## config.mk

```make
export PLATFORM = sky130hd
export DESIGN_NAME = score_keeper_flat
export DESIGN_NICKNAME = d
export VERILOG_FILES = /design/src/rtl/score_pkg.sv /design/src/rtl/score_if.sv /design/src/rtl/score_keeper.sv /design/src/flat_wrapper.sv
export SDC_FILE = /design/constraint.sdc
export NUM_CORES = 1
export LEC_CHECK = 0
export CAP_MARGIN = 40
export CORE_MARGIN = 2
export CORE_UTILIZATION = 45
export DETAILED_ROUTE_END_ITERATION = 8
export GPL_ROUTABILITY_DRIVEN = 1
export PLACE_DENSITY = 0.66
export SYNTH_ARGS = -nofsm -noshare
export SYNTH_HDL_FRONTEND = slang
export SYNTH_SLANG_ARGS = --single-unit
```

## constraint.sdc

```tcl
create_clock -name clk_i -period 2 [get_ports clk_i]
set_input_delay 0.2 -clock clk_i [delete_from_list [all_inputs] [get_ports clk_i]]
set_output_delay 0.2 -clock clk_i [all_outputs]
set_load 0.1 [all_outputs]
```

## src/rtl/score_pkg.sv

```systemverilog
// score_pkg: shared score width and winning score for the score keeper.
package score_pkg;
  localparam int M_SCORE_W = 4;
  localparam logic [M_SCORE_W-1:0] MAX_SCORE = 4'd11;
endpackage

```

## src/rtl/score_if.sv

```systemverilog
// score_if: game-control inputs and score/ball outputs of the score keeper.
interface score_if;
  import score_pkg::*;
  logic game_en_i;
  logic p_goal_i;
  logic e_goal_i;
  logic [M_SCORE_W-1:0] p_score_o;
  logic [M_SCORE_W-1:0] e_score_o;
  logic ball_rst_o;
  logic ball_en_o;
  logic serve_dir_o;
  modport master(
    output game_en_i, p_goal_i, e_goal_i,
    input  p_score_o, e_score_o, ball_rst_o, ball_en_o, serve_dir_o
  );
  modport slave(
    input  game_en_i, p_goal_i, e_goal_i,
    output p_score_o, e_score_o, ball_rst_o, ball_en_o, serve_dir_o
  );
endinterface

```

## src/rtl/score_keeper.sv

```systemverilog
// score_keeper: serve/rally/score FSM for a two-sided ball game.
// Define SCORE_KEEPER_SERVE_ALTERNATE_EN to flip the serve side after every accepted goal.
module score_keeper
  import score_pkg::*;
#(
  parameter int SERVE_CYCLES = 50_000_000
) (
  input  logic    clk_i,
  input  logic    rst_i,
  score_if.slave  sif
);
`ifdef SCORE_KEEPER_SERVE_ALTERNATE_EN
  localparam bit ALT = 1'b1;
`else
  localparam bit ALT = 1'b0;
`endif
  localparam int TW = $clog2(SERVE_CYCLES + 1);
  typedef enum logic [1:0] {ST_IDLE, ST_SERVE, ST_RALLY, ST_OVER} state_t;
  state_t state;
  logic [TW-1:0] timer;
  logic [M_SCORE_W-1:0] p_score, e_score, p_next, e_next;
  logic ball_rst, ball_en, serve_dir;
  logic p_only, e_only, both, goal, win;
  always_comb begin
    p_only = sif.p_goal_i & ~sif.e_goal_i;
    e_only = sif.e_goal_i & ~sif.p_goal_i;
    both   = sif.p_goal_i & sif.e_goal_i;
    goal   = sif.p_goal_i | sif.e_goal_i;
    p_next = (p_score == MAX_SCORE) ? p_score : p_score + 1'b1;
    e_next = (e_score == MAX_SCORE) ? e_score : e_score + 1'b1;
    win    = (p_only && p_next == MAX_SCORE) || (e_only && e_next == MAX_SCORE);
  end
  always_ff @(posedge clk_i) begin
    if (rst_i) begin
      state     <= ST_IDLE;
      p_score   <= '0;
      e_score   <= '0;
      ball_rst  <= 1'b0;
      ball_en   <= 1'b0;
      serve_dir <= 1'b1;
      timer     <= '0;
    end else if (!sif.game_en_i) begin
      state    <= ST_IDLE;
      ball_rst <= 1'b0;
      ball_en  <= 1'b0;
    end else begin
      case (state)
        ST_IDLE: begin
          p_score   <= '0;
          e_score   <= '0;
          timer     <= TW'(SERVE_CYCLES);
          ball_rst  <= 1'b1;
          serve_dir <= 1'b1;
          state     <= ST_SERVE;
        end
        ST_SERVE: begin
          ball_rst <= 1'b0;
          timer    <= timer - 1'b1;
          if (timer == TW'(1)) begin
            state   <= ST_RALLY;
            ball_en <= 1'b1;
          end
        end
        ST_RALLY: if (goal) begin
          ball_en  <= 1'b0;
          ball_rst <= ~win;
          state    <= win ? ST_OVER : ST_SERVE;
          timer    <= win ? timer : TW'(SERVE_CYCLES);
          if (p_only) p_score <= p_next;
          if (e_only) e_score <= e_next;
          // a tie (both goals at once) leaves the serve side alone
          if (!both) serve_dir <= ALT ? ~serve_dir : e_only;
        end
        ST_OVER: ball_en <= 1'b0;
        default: state <= ST_IDLE;
      endcase
    end
  end
  assign sif.p_score_o   = p_score;
  assign sif.e_score_o   = e_score;
  assign sif.ball_rst_o  = ball_rst;
  assign sif.ball_en_o   = ball_en;
  assign sif.serve_dir_o = serve_dir;
endmodule

```

## src/flat_wrapper.sv

```systemverilog
// flat-port wrapper written by rule: the top's interface ports become plain ports
module score_keeper_flat import score_pkg::*;
#(
  parameter int SERVE_CYCLES = 50_000_000
)
  (clk_i, rst_i, sif_game_en_i, sif_p_goal_i, sif_e_goal_i, sif_p_score_o, sif_e_score_o, sif_ball_rst_o, sif_ball_en_o, sif_serve_dir_o);
  score_if sif_i ();
  input  logic clk_i;
  input  logic rst_i;
  input wire logic [$bits(sif_i.game_en_i)-1:0] sif_game_en_i;
  input wire logic [$bits(sif_i.p_goal_i)-1:0] sif_p_goal_i;
  input wire logic [$bits(sif_i.e_goal_i)-1:0] sif_e_goal_i;
  output wire logic [$bits(sif_i.p_score_o)-1:0] sif_p_score_o;
  output wire logic [$bits(sif_i.e_score_o)-1:0] sif_e_score_o;
  output wire logic [$bits(sif_i.ball_rst_o)-1:0] sif_ball_rst_o;
  output wire logic [$bits(sif_i.ball_en_o)-1:0] sif_ball_en_o;
  output wire logic [$bits(sif_i.serve_dir_o)-1:0] sif_serve_dir_o;
  assign sif_i.game_en_i = sif_game_en_i;
  assign sif_i.p_goal_i = sif_p_goal_i;
  assign sif_i.e_goal_i = sif_e_goal_i;
  assign sif_p_score_o = sif_i.p_score_o;
  assign sif_e_score_o = sif_i.e_score_o;
  assign sif_ball_rst_o = sif_i.ball_rst_o;
  assign sif_ball_en_o = sif_i.ball_en_o;
  assign sif_serve_dir_o = sif_i.serve_dir_o;
  score_keeper #(.SERVE_CYCLES(SERVE_CYCLES)) u_core (.clk_i(clk_i), .rst_i(rst_i), .sif(sif_i));
endmodule
```

Word-level counts from Yosys, hierarchy flattened
Cells that the tools add are included.

word-level totals
  flip-flop bits (word level) = 39
  memories = 0
  ROM bits = 0
  input bits = 5
  bits in latches = 0
  bits in writable memories = 0

cells by class
  multiply operators = 0
  bitwise gates (word level) = 8
  eq/ne operators = 14
  divide/modulo/power cells = 0
  reductions and logical operators = 15
  shift-type cells = 0
  $add $sub $neg = 3
  $lt $le $gt $ge = 0
  mux-type cells = 23

operators with widths
  kind                                                   number
  case mux 26 bit (3 select lines)                       1
  2-to-1 mux 26 bit                                      2
  == test 26 x 1 -> 1 bit, second input constant         1
  subtractor 26 x 1 -> 26 bit, second input constant     1
  2-to-1 mux 4 bit                                       6
  == test 4 bit, second input constant                   4
  case mux 4 bit (2 select lines)                        2
  AND reduction 4 bit                                    4
  adder 4 x 1 -> 4 bit, second input constant            2
  inequality test 2 x 1 -> 1 bit, second input constant  4
  2-to-1 mux 2 bit                                       3
  case mux 1 bit (3 select lines)                        2
  case mux 2 bit (3 select lines)                        1
  AND reduction 3 bit                                    2
  nonzero test 3 bit                                     2
  2-to-1 mux 1 bit                                       5
  == test 2 bit, second input constant                   2
  inequality test 2 bit, second input constant           2
  inverter 1 bit                                         4
  AND 1 bit                                              3
  == test 2 x 1 -> 1 bit, second input constant          1
  logical AND 1 bit                                      2
  zero test 2 bit                                        1
  case mux 1 bit (2 select lines)                        1
  other kinds (5)                                        5

Longest topological paths before layout
Gate-level depths: netlist of the first run.

  depth in word-level cells = 8
  gate-level depth with buffers = 9
  mapped depth without buffers = 7

Worst setup path before layout of the first run
No wires, ideal clock.

  path type = flip-flop to flip-flop
  start point = register u_core.e_score[0], in the netlist u_core.sif.e_score_o[0]
  end point = register u_core.timer[2]
  library setup time = 0.070 ns
  period minus slack after synthesis = 2.706 ns
  data arrival time = 2.636 ns
  data required time = 1.930 ns
  stages on the path, launching flop included = 8
  slack = -0.706 ns
  cells stage by stage = dfxtp_1 > ha_1 > nor2b_1 > a32oi_2 > o211ai_2 > buf_2 > or4_1 > a21oi_1

on the way
  longest elaborated chain between the ends = 7
  elaborated cells on any way between the ends = 8
  those cells by class = add/sub (1); eq/ne (3); mux (1); reduce/logical (3)

ends and longest elaborated chain
  what                                                   line                RTL
  from (decl)                                            score_keeper.sv:21  logic [M_SCORE_W-1:0] p_score, e_score, p_next, e_next;
  from (signal assigned)                                 score_keeper.sv:70  if (e_only) e_score <= e_next;
  adder 4 x 1 -> 4 bit or == test 4 bit (tied branches)  score_keeper.sv:30  e_next = (e_score == MAX_SCORE) ? e_score : e_score + 1'b1;
  2-to-1 mux 4 bit *                                     score_keeper.sv:30
  == test 4 bit *                                        score_keeper.sv:31  win = (p_only && p_next == MAX_SCORE) || (e_only && e_next == MAX_SCORE);
  logical AND 1 bit *                                    score_keeper.sv:31
  logical OR 1 bit *                                     score_keeper.sv:31
  inequality test 2 bit (no source line) *               --
  AND reduction 4 bit (no source line) *                 --
  to (signal assigned)                                   score_keeper.sv:51  timer <= TW'(SERVE_CYCLES);
  to (signal assigned)                                   score_keeper.sv:58  timer <= timer - 1'b1;
  to (signal assigned)                                   score_keeper.sv:68  timer <= win ? timer : TW'(SERVE_CYCLES);
  to (decl)                                              score_keeper.sv:20  logic [TW-1:0] timer;

Mark *: on every way between the ends. The rest lies on a longest branch, timed or not.
A chain may end at the register's enable or synchronous reset.

Worst setup path after layout of the first run
  start point = register u_core.p_score[0], in the netlist u_core.sif.p_score_o[0]
  end point = register u_core.timer[10]

on the way
  longest elaborated chain between the ends = 7
  elaborated cells on any way between the ends = 8
  those cells by class = add/sub (1); eq/ne (3); mux (1); reduce/logical (3)

ends and longest elaborated chain
  what                                                   line                RTL
  from (decl)                                            score_keeper.sv:21
  from (signal assigned)                                 score_keeper.sv:69  if (p_only) p_score <= p_next;
  adder 4 x 1 -> 4 bit or == test 4 bit (tied branches)  score_keeper.sv:29  p_next = (p_score == MAX_SCORE) ? p_score : p_score + 1'b1;
  2-to-1 mux 4 bit *                                     score_keeper.sv:29
  == test 4 bit *                                        score_keeper.sv:31
  logical AND 1 bit *                                    score_keeper.sv:31
  logical OR 1 bit *                                     score_keeper.sv:31
  inequality test 2 bit (no source line) *               --
  AND reduction 4 bit (no source line) *                 --

Marked as above.

==> impl_metrics.json, run 1 <==
{
  "grt_overflow": 0,
  "antenna_cells": 0,
  "switching_power_mw": 0.686,
  "fmaxAchievable_mhz": 480,
  "setup_viol": 17,
  "fp.dieH_um": 79.4,
  "die_area_sq_um": 6300,
  "cts.sinks": 39,
  "postRouteAntennaNets": 0,
  "rr_endpoint": "u_core.timer[10]$_SDFFE_PP0P_",
  "intPower_mw": 1.31,
  "place_ws_ns": -0.117,
  "finClkSkew_ns": 0.00732,
  "r2r_slack_ns": -0.09,
  "drtIter0Drc": 119,
  "clkTransAtPathRegs_ns": 0.09,
  "arrival_ns": 2.27,
  "path_max_fanout": 5,
  "floorplan.initialDensity": 0.464,
  "dp_hpwl_um": 4560,
  "violations": "setup timing",
  "criticalPathCategory": "reg2reg",
  "slew_headroom": 0.715,
  "setup_ws_ns": -0.0854,
  "core_sq_um": 5510,
  "cts_hold_buf": 0,
  "worst_pin_slew_ns": 0.425,
  "dp_cells": 409,
  "drive_gt1_frac": 0.353,
  "start_kind": "flop",
  "drv_cap": 0,
  "htreeDepth": 2,
  "max-vdd-ir-drop_mv": 0.422,
  "ys_types": 61,
  "synth-async-reset-ratio": 0,
  "antenna_found_initial": 0,
  "dr.pass1.iters": 4,
  "crit_required_ns": 2.18,
  "wirelength_um": 6680,
  "endpoint_kind": "flop",
  "slew_violations": 0,
  "switching_share": 0.343,
  "grt_first_pass_wirelength_um": 11100,
  "cts-root-buf": "clkbuf_8",
  "gp_congestion": 0.796,
  "clkPwrFrac": 0.295,
  "post-route-min-period_ns": 2.09,
  "synth-edff-count": 0,
  "setup_tns_ns": -0.490,
  "r2r_start": "u_core.sif.p_score_o[0]$_SDFFE_PP0P_",
  "hp-class": "reg2reg",
  "placed_cell_area_sq_um": 3050,
  "wl_per_cell_um": 15.9,
  "ios": 16,
  "netlist_instances": 295,
  "vias_per_cell": 5.93,
  "rsz0062_at_grt": "true",
  "numCtsBuffers": 5,
  "postSynthNetCount": 310,
  "grtUsageTotal": 0.221,
  "period_share": 1.04,
  "final_core_util": 0.603,
  "crit_path_end": "u_core.timer[10]$_SDFFE_PP0P_",
  "p_per_area_nw_per_um2": 602,
  "clockBufferDepth": 2,
  "power.share.sequential": 0.427,
  "grt_pass1_vias": 2341,
  "synth_area_sq_um": 2550,
  "layout_common_cells": "55 x buf_4, 30 x dfxtp_1, 24 x nor2_1",
  "yosys_most_used_dff": "dfxtp_1",
  "ys_ff_latch": 39,
  "cts_tree": "built",
  "rr_worst_depth": 8,
  "leakage_nw": 1.26,
  "nets": 362,
  "die_w_um": 79.4,
  "yosysSeqAreaShare": 0.306,
  "ys_warn_count": 0,
  "num_rows": 27,
  "vias": 2491,
  "final_common_cell": "buf_4",
  "io_buffers": 15,
  "critPathLaunch": "u_core.sif.p_score_o[0]$_SDFFE_PP0P_",
  "synth_area_per_cell_sq_um": 8.66,
  "stdcell_count": 420,
  "drc": 0,
  "combinationalPowerShare": 0.278,
  "grt_max_degree": 28,
  "area_growth_syn_to_layout_pct": 30.0,
  "insertion_delay_ns": 0.30,
  "status": "finished with violations",
  "final_area_sq_um": 3320,
  "hold_viol": 0
}
[how the worst min path moves through the flow]
stage | slack [ns] | to | start | cells after the start
after floorplan | 0.31 | u_core.sif.serve_dir_o$_SDFFE_PP1P_ | rst_i | 2
after global placement | 0.43 | u_core.sif.serve_dir_o$_SDFFE_PP1P_ | u_core.sif.serve_dir_o$_SDFFE_PP1P_ | 2
after detailed placement | 0.44 | u_core.sif.serve_dir_o$_SDFFE_PP1P_ | u_core.sif.serve_dir_o$_SDFFE_PP1P_ | 2
after CTS | 0.46 | u_core.sif.serve_dir_o$_SDFFE_PP1P_ | u_core.sif.serve_dir_o$_SDFFE_PP1P_ | 2
after global routing | 0.51 | u_core.sif.serve_dir_o$_SDFFE_PP1P_ | u_core.sif.serve_dir_o$_SDFFE_PP1P_ | 2
final | 0.45 | u_core.sif.serve_dir_o$_SDFFE_PP1P_ | u_core.sif.serve_dir_o$_SDFFE_PP1P_ | 2
[Yosys cell counts, types with 4 or more instances]
| library cell | count | area share |
|---|---|---|
| dfxtp_1 | 39 | 0.31 |
| a21oi_1 | 25 | 0.049 |
| nor2_1 | 25 | 0.037 |
| nand2_1 | 18 | 0.026 |
| o21ai_0 | 17 | 0.033 |
| nor3_1 | 15 | 0.029 |
| inv_1 | 11 | 0.016 |
| nand3_1 | 11 | 0.022 |
| ha_1 | 10 | 0.049 |
| nor2b_1 | 8 | 0.020 |
| a311oi_2 | 7 | 0.041 |
| clkbuf_1 | 7 | 0.010 |
| a32o_1 | 6 | 0.024 |
| nand4_1 | 6 | 0.015 |
| o41ai_1 | 6 | 0.021 |
| a311oi_1 | 5 | 0.017 |
| buf_6 | 5 | 0.022 |
| nor4_1 | 5 | 0.012 |
| buf_2 | 4 | 0.0078 |
[stage by stage]
| stage | total power [mW] | hold slack, ns |
|---|---|---|
| final | 2.00 | 0.454 |
| after global routing | 2.09 | 0.509 |
| after CTS | 1.97 | 0.455 |
| after detailed placement | 1.37 | 0.442 |
| after global placement | 1.36 | 0.432 |
| after floorplan | 1.22 | 0.315 |
[logic make-up after synthesis]
group / count (synthesis) / share of synthesized area
adders and majority gates: 10 / 0.0490
buffers and inverters: 29 / 0.0593
and+or+nand+nor: 117 / 0.275
muxes: 2 / 0.00784
DFF: 39 / 0.306
AOI/OAI and AO/OA: 97 / 0.300
xor gates and xnor gates: 1 / 0.00343
[timing repair]
item	4_1_cts	5_1_grt
endpoints found under the setup margin	18	27
buffers inserted	2	1
pin swaps	5	5
gates resized for setup	15	14
[worst max-delay path, stage by stage (launching register included)]
cell	delay, ns
dfxtp_4	0.36
ha_4	0.27
or4b_4	0.47
a31o_4	0.25
o211a_4	0.17
buf_4	0.16
buf_4	0.12
nand3_1	0.08
a21oi_1	0.08
[area by class of cell]
| type | count | area [sq um] |
|---|---|---|
| Inverter | 11 | 41.3 |
| Sequential cell | 39 | 802 |
| Timing Repair Buffer | 63 | 515 |
| Fill cell | 459 | 2180 |
| Clock buffer | 6 | 82.6 |
| Clock inverter | 2 | 11.3 |
| Tap cell | 72 | 90.1 |
| Multi-Input combinational cell | 227 | 1780 |
[metal layers]
metal	global-route usage	vias up	routed length, um
met5	0	-	0
met4	0.0621	0	56
met3	0.0330	5	235
met2	0.371	39	3250
met1	0.294	1211	3150
li1	-	1236	-
[sequential cells by signal, summed over array words and instances, names as in the netlist]
register                flops
u_core.timer               26
u_core.sif.e_score_o        4
u_core.sif.p_score_o        4
u_core.state                2
u_core.sif.ball_en_o        1
u_core.sif.ball_rst_o       1
u_core.sif.serve_dir_o      1
[power by group through the flow]
stage	Clock [mW]	Combinational, mW	Sequential (mW)
6_report	0.589	0.556	0.854
5_1_grt	0.624	0.605	0.860
4_1_cts	0.593	0.528	0.850
3_5_place_dp	0	0.506	0.866
3_3_place_gp	0	0.492	0.866
2_1_floorplan	0	0.343	0.877
Power figures use the tool's default switching activity.
==> inputs of run 2 (changes only) <==
--- a/config.mk
+++ b/config.mk
@@ -5,12 +5,13 @@
 export SDC_FILE = /design/constraint.sdc
 export NUM_CORES = 1
 export LEC_CHECK = 0
+export ABC_AREA = 1
 export CAP_MARGIN = 40
 export CORE_MARGIN = 2
 export CORE_UTILIZATION = 45
 export DETAILED_ROUTE_END_ITERATION = 8
 export GPL_ROUTABILITY_DRIVEN = 1
-export PLACE_DENSITY = 0.66
+export PLACE_DENSITY = 0.65
 export SYNTH_ARGS = -nofsm -noshare
 export SYNTH_HDL_FRONTEND = slang
 export SYNTH_SLANG_ARGS = --single-unit
==> impl_metrics.json, run 2 <==
{
  "netlist_instances": 440,
  "yosys-top-cells-count": "95 x nand2_1, 76 x nor2_1, 53 x nand3_1",
  "yosys_most_used_dff": "dfxtp_1",
  "dr.pass1.iters": 4,
  "core_sq_um": 5990,
  "power.share.sequential": 0.440,
  "final_common_cell": "nand2_1",
  "fp.dieH_um": 83.2,
  "synth-edff-count": 0,
  "synth_top_area_share": 0.276,
  "vias": 2786,
  "status": "finished, final reports clean",
  "synth-async-reset-ratio": 0,
  "setup_viol": 0,
  "cts-root-buf": "clkbuf_8",
  "die_w_um": 83.2,
  "clkPwrFrac": 0.295,
  "wirelength_um": 6730,
  "antenna_cells": 0,
  "nets": 475,
  "yosysSeqAreaShare": 0.276,
  "seq_area_sq_um": 801,
  "drt-met1-wl_um": 3230,
  "intPower_mw": 1.27,
  "clkTransAtPathRegs_ns": 0.08,
  "grtUsageTotal": 0.202,
  "postSynthNetCount": 455,
  "drtIter0Drc": 168,
  "layout_common_cells": "95 x nand2_1, 76 x nor2_1, 53 x nand3_1",
  "synth_most_common_cell": "nand2_1",
  "rsz0062_at_grt": "true",
  "cts_tree": "built",
  "slew_headroom": 0.673,
  "gp_congestion": 0.878,
  "p_per_area_nw_per_um2": 612,
  "synth_area_sq_um": 2820,
  "synth_top_cell_by_area": "dfxtp_1",
  "grt_pass1_vias": 2575,
  "clockBufferDepth": 2,
  "vias_per_cell": 5.20,
  "grt_first_pass_wirelength_um": 11800,
  "leakage_nw": 1.37,
  "io_buffers": 15,
  "cts.sinks": 39,
  "ys_warn_count": 0,
  "wl_met2_um": 3210,
  "antenna_found_initial": 0,
  "largest_reg_flops": 26,
  "top_layer": "met4",
  "insertion_delay_ns": 0.30,
  "fmaxAchievable_mhz": 546,
  "crit_required_ns": 2.18,
  "wl_per_cell_um": 12.6,
  "drv_cap": 0,
  "setup_tns_ns": 0,
  "htreeDepth": 2,
  "criticalPathCategory": "reg2reg",
  "max-vdd-ir-drop_mv": 0.293,
  "dp_hpwl_um": 4920,
  "worst_pin_slew_ns": 0.486,
  "switching_power_mw": 0.667,
  "hold_viol": 0,
  "finClkSkew_ns": 0.0109,
  "grt_overflow": 0,
  "path_max_fanout": 27,
  "r2r_slack_ns": 0.17,
  "met3WireLength_um": 211,
  "ys_ff_latch": 39,
  "period_share": 0.915,
  "die_area_sq_um": 6920,
  "multiInputGateArea_sq_um": 1780,
  "synth_area_per_cell_sq_um": 6.42,
  "area_growth_syn_to_layout_pct": 11.7,
  "final_core_util": 0.527,
  "floorplan.initialDensity": 0.471,
  "yosys-top-cells-area": "dfxtp_1 28%, nand2_1 13%, nor2_1 10%, nand3_1 9.4%, a21oi_2 6.2%",
  "start_kind": "flop",
  "post-route-min-period_ns": 1.83,
  "drive_gt1_frac": 0.193,
  "postRouteAntennaNets": 0,
  "cts_hold_buf": 0,
  "drc": 0,
  "switching_share": 0.345,
  "slew_violations": 0,
  "hp-class": "reg2reg",
  "fill_cells": 624,
  "numCtsBuffers": 5,
  "grt_max_degree": 31,
  "ios": 16,
  "registers.top_by_ff_count": "u_core.timer",
  "arrival_ns": 2.01,
  "num_rows": 28,
  "combinationalPowerShare": 0.265,
  "endpoint_kind": "flop",
  "ys_types": 29
}
run 2: kinds of logic (layout without fill, tap and decap cells):
logic type	after synthesis	count (layout)	share of synthesized area
and+or+nand+nor	277	277	0.449
buffers and inverters	60	81	0.0948
AOI/OAI and AO/OA	46	46	0.111
DFF	39	39	0.276
adders and majority gates	10	10	0.0443
xor gates and xnor gates	8	8	0.0248
run 2: stage by stage:
stage                     setup slack, ns  cell area [sq um]  hold slack [ns]  instances  power, mW
final                               0.170               3160            0.451        536       1.93
after CTS                           0.170               3150            0.455        536       1.95
after floorplan                     0.125               2840            0.368        440       1.26
after global routing              -0.0203               3160            0.485        536       2.06
after global placement              0.194               3060            0.435        528       1.37
after detailed placement            0.169               3060            0.442        528       1.37
run 2: final timing paths:
check | start | end | cells past startpoint
worst max-delay path | u_core.sif.e_score_o[0]$_SDFFE_PP0P_ | u_core.timer[1]$_SDFFE_PP0P_ | 12
worst min-delay path | u_core.sif.ball_en_o$_SDFFE_PP0P_ | u_core.sif.ball_en_o$_SDFFE_PP0P_ | 2
worst max register to register | u_core.sif.e_score_o[0]$_SDFFE_PP0P_ | u_core.timer[1]$_SDFFE_PP0P_ | 12
worst min register to register | u_core.sif.ball_en_o$_SDFFE_PP0P_ | u_core.sif.ball_en_o$_SDFFE_PP0P_ | 2
run 2: critical path, cell delays in order, from the launching register on:
cell and delay [ns]:
dfxtp_4 0.38, ha_1 0.27, nand3_2 0.14, nand2_1 0.09, nand2_1 0.07, nor2_1 0.10, nand2_1 0.07, nand2_2 0.09
nand2_4 0.07, nand2_8 0.21, nand2_1 0.08, o21ai_1 0.09, nor2_1 0.05
run 2: area by class of cell:
class,count,area share
multi-input combinational,341,0.564
sequential,39,0.254
timing repair buffer,25,0.0666
inverter,48,0.0571
tap,75,0.0297
clock buffer,7,0.0274
clock inverter,1,0.00159
run 2: repair_timing:
item,4_1_cts,5_1_grt
setup endpoints to repair,0,5
resized for setup,0,2
setup buffers,0,0
run 2: power groups by stage:
stage	clock, mW	sequential [mW]	combinational, mW
6_report	0.570	0.851	0.512
2_1_floorplan	0	0.876	0.382
5_1_grt	0.620	0.857	0.582
3_3_place_gp	0	0.867	0.501
4_1_cts	0.591	0.850	0.511
3_5_place_dp	0	0.867	0.507
run 2: per-layer routing:
| layer | vias to the layer above | global-route usage |
|---|---|---|
| met3 | 7 | 0.0368 |
| met2 | 52 | 0.351 |
| met4 | 0 | 0.0447 |
| met1 | 1275 | 0.260 |
| met5 | - | 0 |
| li1 | 1452 | - |
==> inputs of run 3 (changes only) <==
--- a/config.mk
+++ b/config.mk
@@ -8,10 +8,10 @@
 export ABC_AREA = 1
 export CAP_MARGIN = 40
 export CORE_MARGIN = 2
-export CORE_UTILIZATION = 45
+export CORE_UTILIZATION = 54
 export DETAILED_ROUTE_END_ITERATION = 8
-export GPL_ROUTABILITY_DRIVEN = 1
-export PLACE_DENSITY = 0.65
+export HOLD_SLACK_MARGIN = 0.08
+export PLACE_DENSITY = 0.76
 export SYNTH_ARGS = -nofsm -noshare
 export SYNTH_HDL_FRONTEND = slang
 export SYNTH_SLANG_ARGS = --single-unit
==> impl_metrics.json, run 3 (same netlist as run 2, synthesis figures left out) <==
{
  "criticalPathCategory": "reg2reg",
  "vias": 2728,
  "die_area_sq_um": 5820,
  "crit_family": "simple AND/OR/NAND/NOR gates",
  "path_cells": "ha_1 > nand3_2 > nand2_1 > nand2_1 > nor2_1 > nand2_1 > nand2_2 > nand2_4 > nand2_8 > nand2_1 > o21ai_0 > nor2_1",
  "r2r_slack_ns": 0.17,
  "rr_worst_depth": 12,
  "crit_required_ns": 2.17,
  "period_share": 0.916,
  "nets": 474,
  "place_ws_ns": 0.197,
  "grtUsageTotal": 0.227,
  "leakage_nw": 1.35,
  "clockBufferDepth": 2,
  "layout_common_cells": "95 x nand2_1, 76 x nor2_1, 53 x nand3_1",
  "ctsResizeCount": 0,
  "grt_pass1_vias": 2472,
  "rsz0062_at_grt": "false",
  "ios": 16,
  "status": "finished, final reports clean",
  "cts_tree": "built",
  "rr_endpoint": "u_core.timer[1]$_SDFFE_PP0P_",
  "hold_path_startpoint": "u_core.sif.ball_en_o$_SDFFE_PP0P_",
  "numCtsBuffers": 5,
  "arrival_ns": 2.00,
  "dr.pass1.iters": 4,
  "cpPeakStageDelay_ns": 0.38,
  "setup_viol": 0,
  "drtIter0Drc": 163,
  "wirelength_um": 6400,
  "registers.top_by_ff_count": "u_core.timer",
  "hp-class": "reg2reg",
  "setup_ws_ns": 0.167,
  "grt_max_degree": 31,
  "worst_pin_slew_ns": 0.481,
  "core_sq_um": 5070,
  "hold_depth": 2,
  "io_buffers": 15,
  "r2r_start": "u_core.sif.e_score_o[0]$_SDFFE_PP0P_",
  "clkTransAtPathRegs_ns": 0.07,
  "post-route-min-period_ns": 1.83,
  "cts-root-buf": "clkbuf_8",
  "gp_congestion": 0.918,
  "finClkSkew_ns": 0.00943,
  "drc": 0,
  "postRouteAntennaNets": 0,
  "postCtsSetupBuffers": 0,
  "crit_top_cell": "nand2_1",
  "dp_hpwl_um": 4860,
  "die_w_um": 76.3,
  "wl_per_cell_um": 12.1,
  "largest_reg_flops": 26,
  "antenna_cells": 0,
  "slew_headroom": 0.676,
  "setup_tns_ns": 0,
  "fmaxAchievable_mhz": 546,
  "crit_slowest_cell": "dfxtp_4",
  "slew_violations": 0,
  "vias_per_cell": 5.15,
  "drive_gt1_frac": 0.187,
  "path_max_fanout": 27,
  "cts.sinks": 39,
  "cts_hold_buf": 0,
  "max-vdd-ir-drop_mv": 0.418,
  "hold_viol": 0,
  "num_rows": 26,
  "htreeDepth": 2,
  "area_growth_syn_to_layout_pct": 10.3,
  "floorplan.initialDensity": 0.556,
  "p_per_area_nw_per_um2": 601,
  "critical_path_buf_inv_count": 0,
  "fp.dieH_um": 76.3,
  "endpoint_kind": "flop",
  "grt_first_pass_wirelength_um": 11000,
  "start_kind": "flop",
  "insertion_delay_ns": 0.29,
  "final_common_cell": "nand2_1",
  "drv_cap": 0,
  "min_to": "u_core.sif.ball_en_o$_SDFFE_PP0P_",
  "grt_overflow": 0,
  "antenna_found_initial": 0
}
[run 3: changes by cell type in the layout (fill, tap and decap cells not counted)]
cell      before  now
o21ai_0       10   11
clkbuf_1       1    2
o21ai_2        1    0
clkbuf_8       6    5
buf_12         1    0
[run 3: metal layers]
metal,up-vias,GRT usage,wire (um)
met5,-,0,0
met4,0,0.0545,74
met3,8,0.0438,227
met2,39,0.364,2850
met1,1222,0.315,3240
li1,1459,-,-
[run 3: cell type report]
class	count	area, sq um
sequential	39	801
tap	70	87.6
clock inverter	1	5.00
multi-input combinational	341	1780
inverter	48	180
timing repair buffer	24	190
clock buffer	7	76.3
fill	484	1960
[run 3: worst max-delay path by stage]
| stage | to | cells after the start | from |
|---|---|---|---|
| final | u_core.timer[1]$_SDFFE_PP0P_ | 12 | u_core.sif.e_score_o[0]$_SDFFE_PP0P_ |
| after global routing | u_core.timer[1]$_SDFFE_PP0P_ | 12 | u_core.sif.e_score_o[0]$_SDFFE_PP0P_ |
| after CTS | u_core.timer[1]$_SDFFE_PP0P_ | 12 | u_core.sif.e_score_o[0]$_SDFFE_PP0P_ |
| after detailed placement | u_core.timer[1]$_SDFFE_PP0P_ | 12 | u_core.sif.e_score_o[0]$_SDFFE_PP0P_ |
| after global placement | u_core.timer[1]$_SDFFE_PP0P_ | 12 | sif_p_goal_i |
| after floorplan | u_core.timer[13]$_SDFFE_PP0P_ | 11 | u_core.sif.e_score_o[1]$_SDFFE_PP0P_ |
[run 3: through the flow]
step	power [mW]	utilization	hold WS, ns	cells	cell area [sq um]
6_report	1.87	0.614	0.458	530	3120
5_1_grt	1.98	0.614	0.507	530	3120
4_1_cts	1.88	0.614	0.455	530	3120
3_5_place_dp	1.37	0.598	0.442	522	3030
3_3_place_gp	1.36	0.598	0.439	522	3030
2_1_floorplan	1.26	-	0.368	440	2840
[run 3: report_power, final]
| part | internal (mW) | switching [mW] | total [mW] | leakage (nW) |
|---|---|---|---|---|
| Sequential | 0.805 | 0.0453 | 0.850 | 0.324 |
| Clock | 0.245 | 0.271 | 0.516 | 0.0422 |
| Combinational | 0.177 | 0.328 | 0.505 | 0.987 |
| Total | 1.23 | 0.645 | 1.87 | 1.35 |
[run 3: tightest hold or removal path: cells and delay by family, from the launching register on]
family | cells | cell delay (ns)
AO/OA/AOI/OAI | 1 | 0.05
flip-flops | 1 | 0.31
buffers and inverters | 1 | 0.05
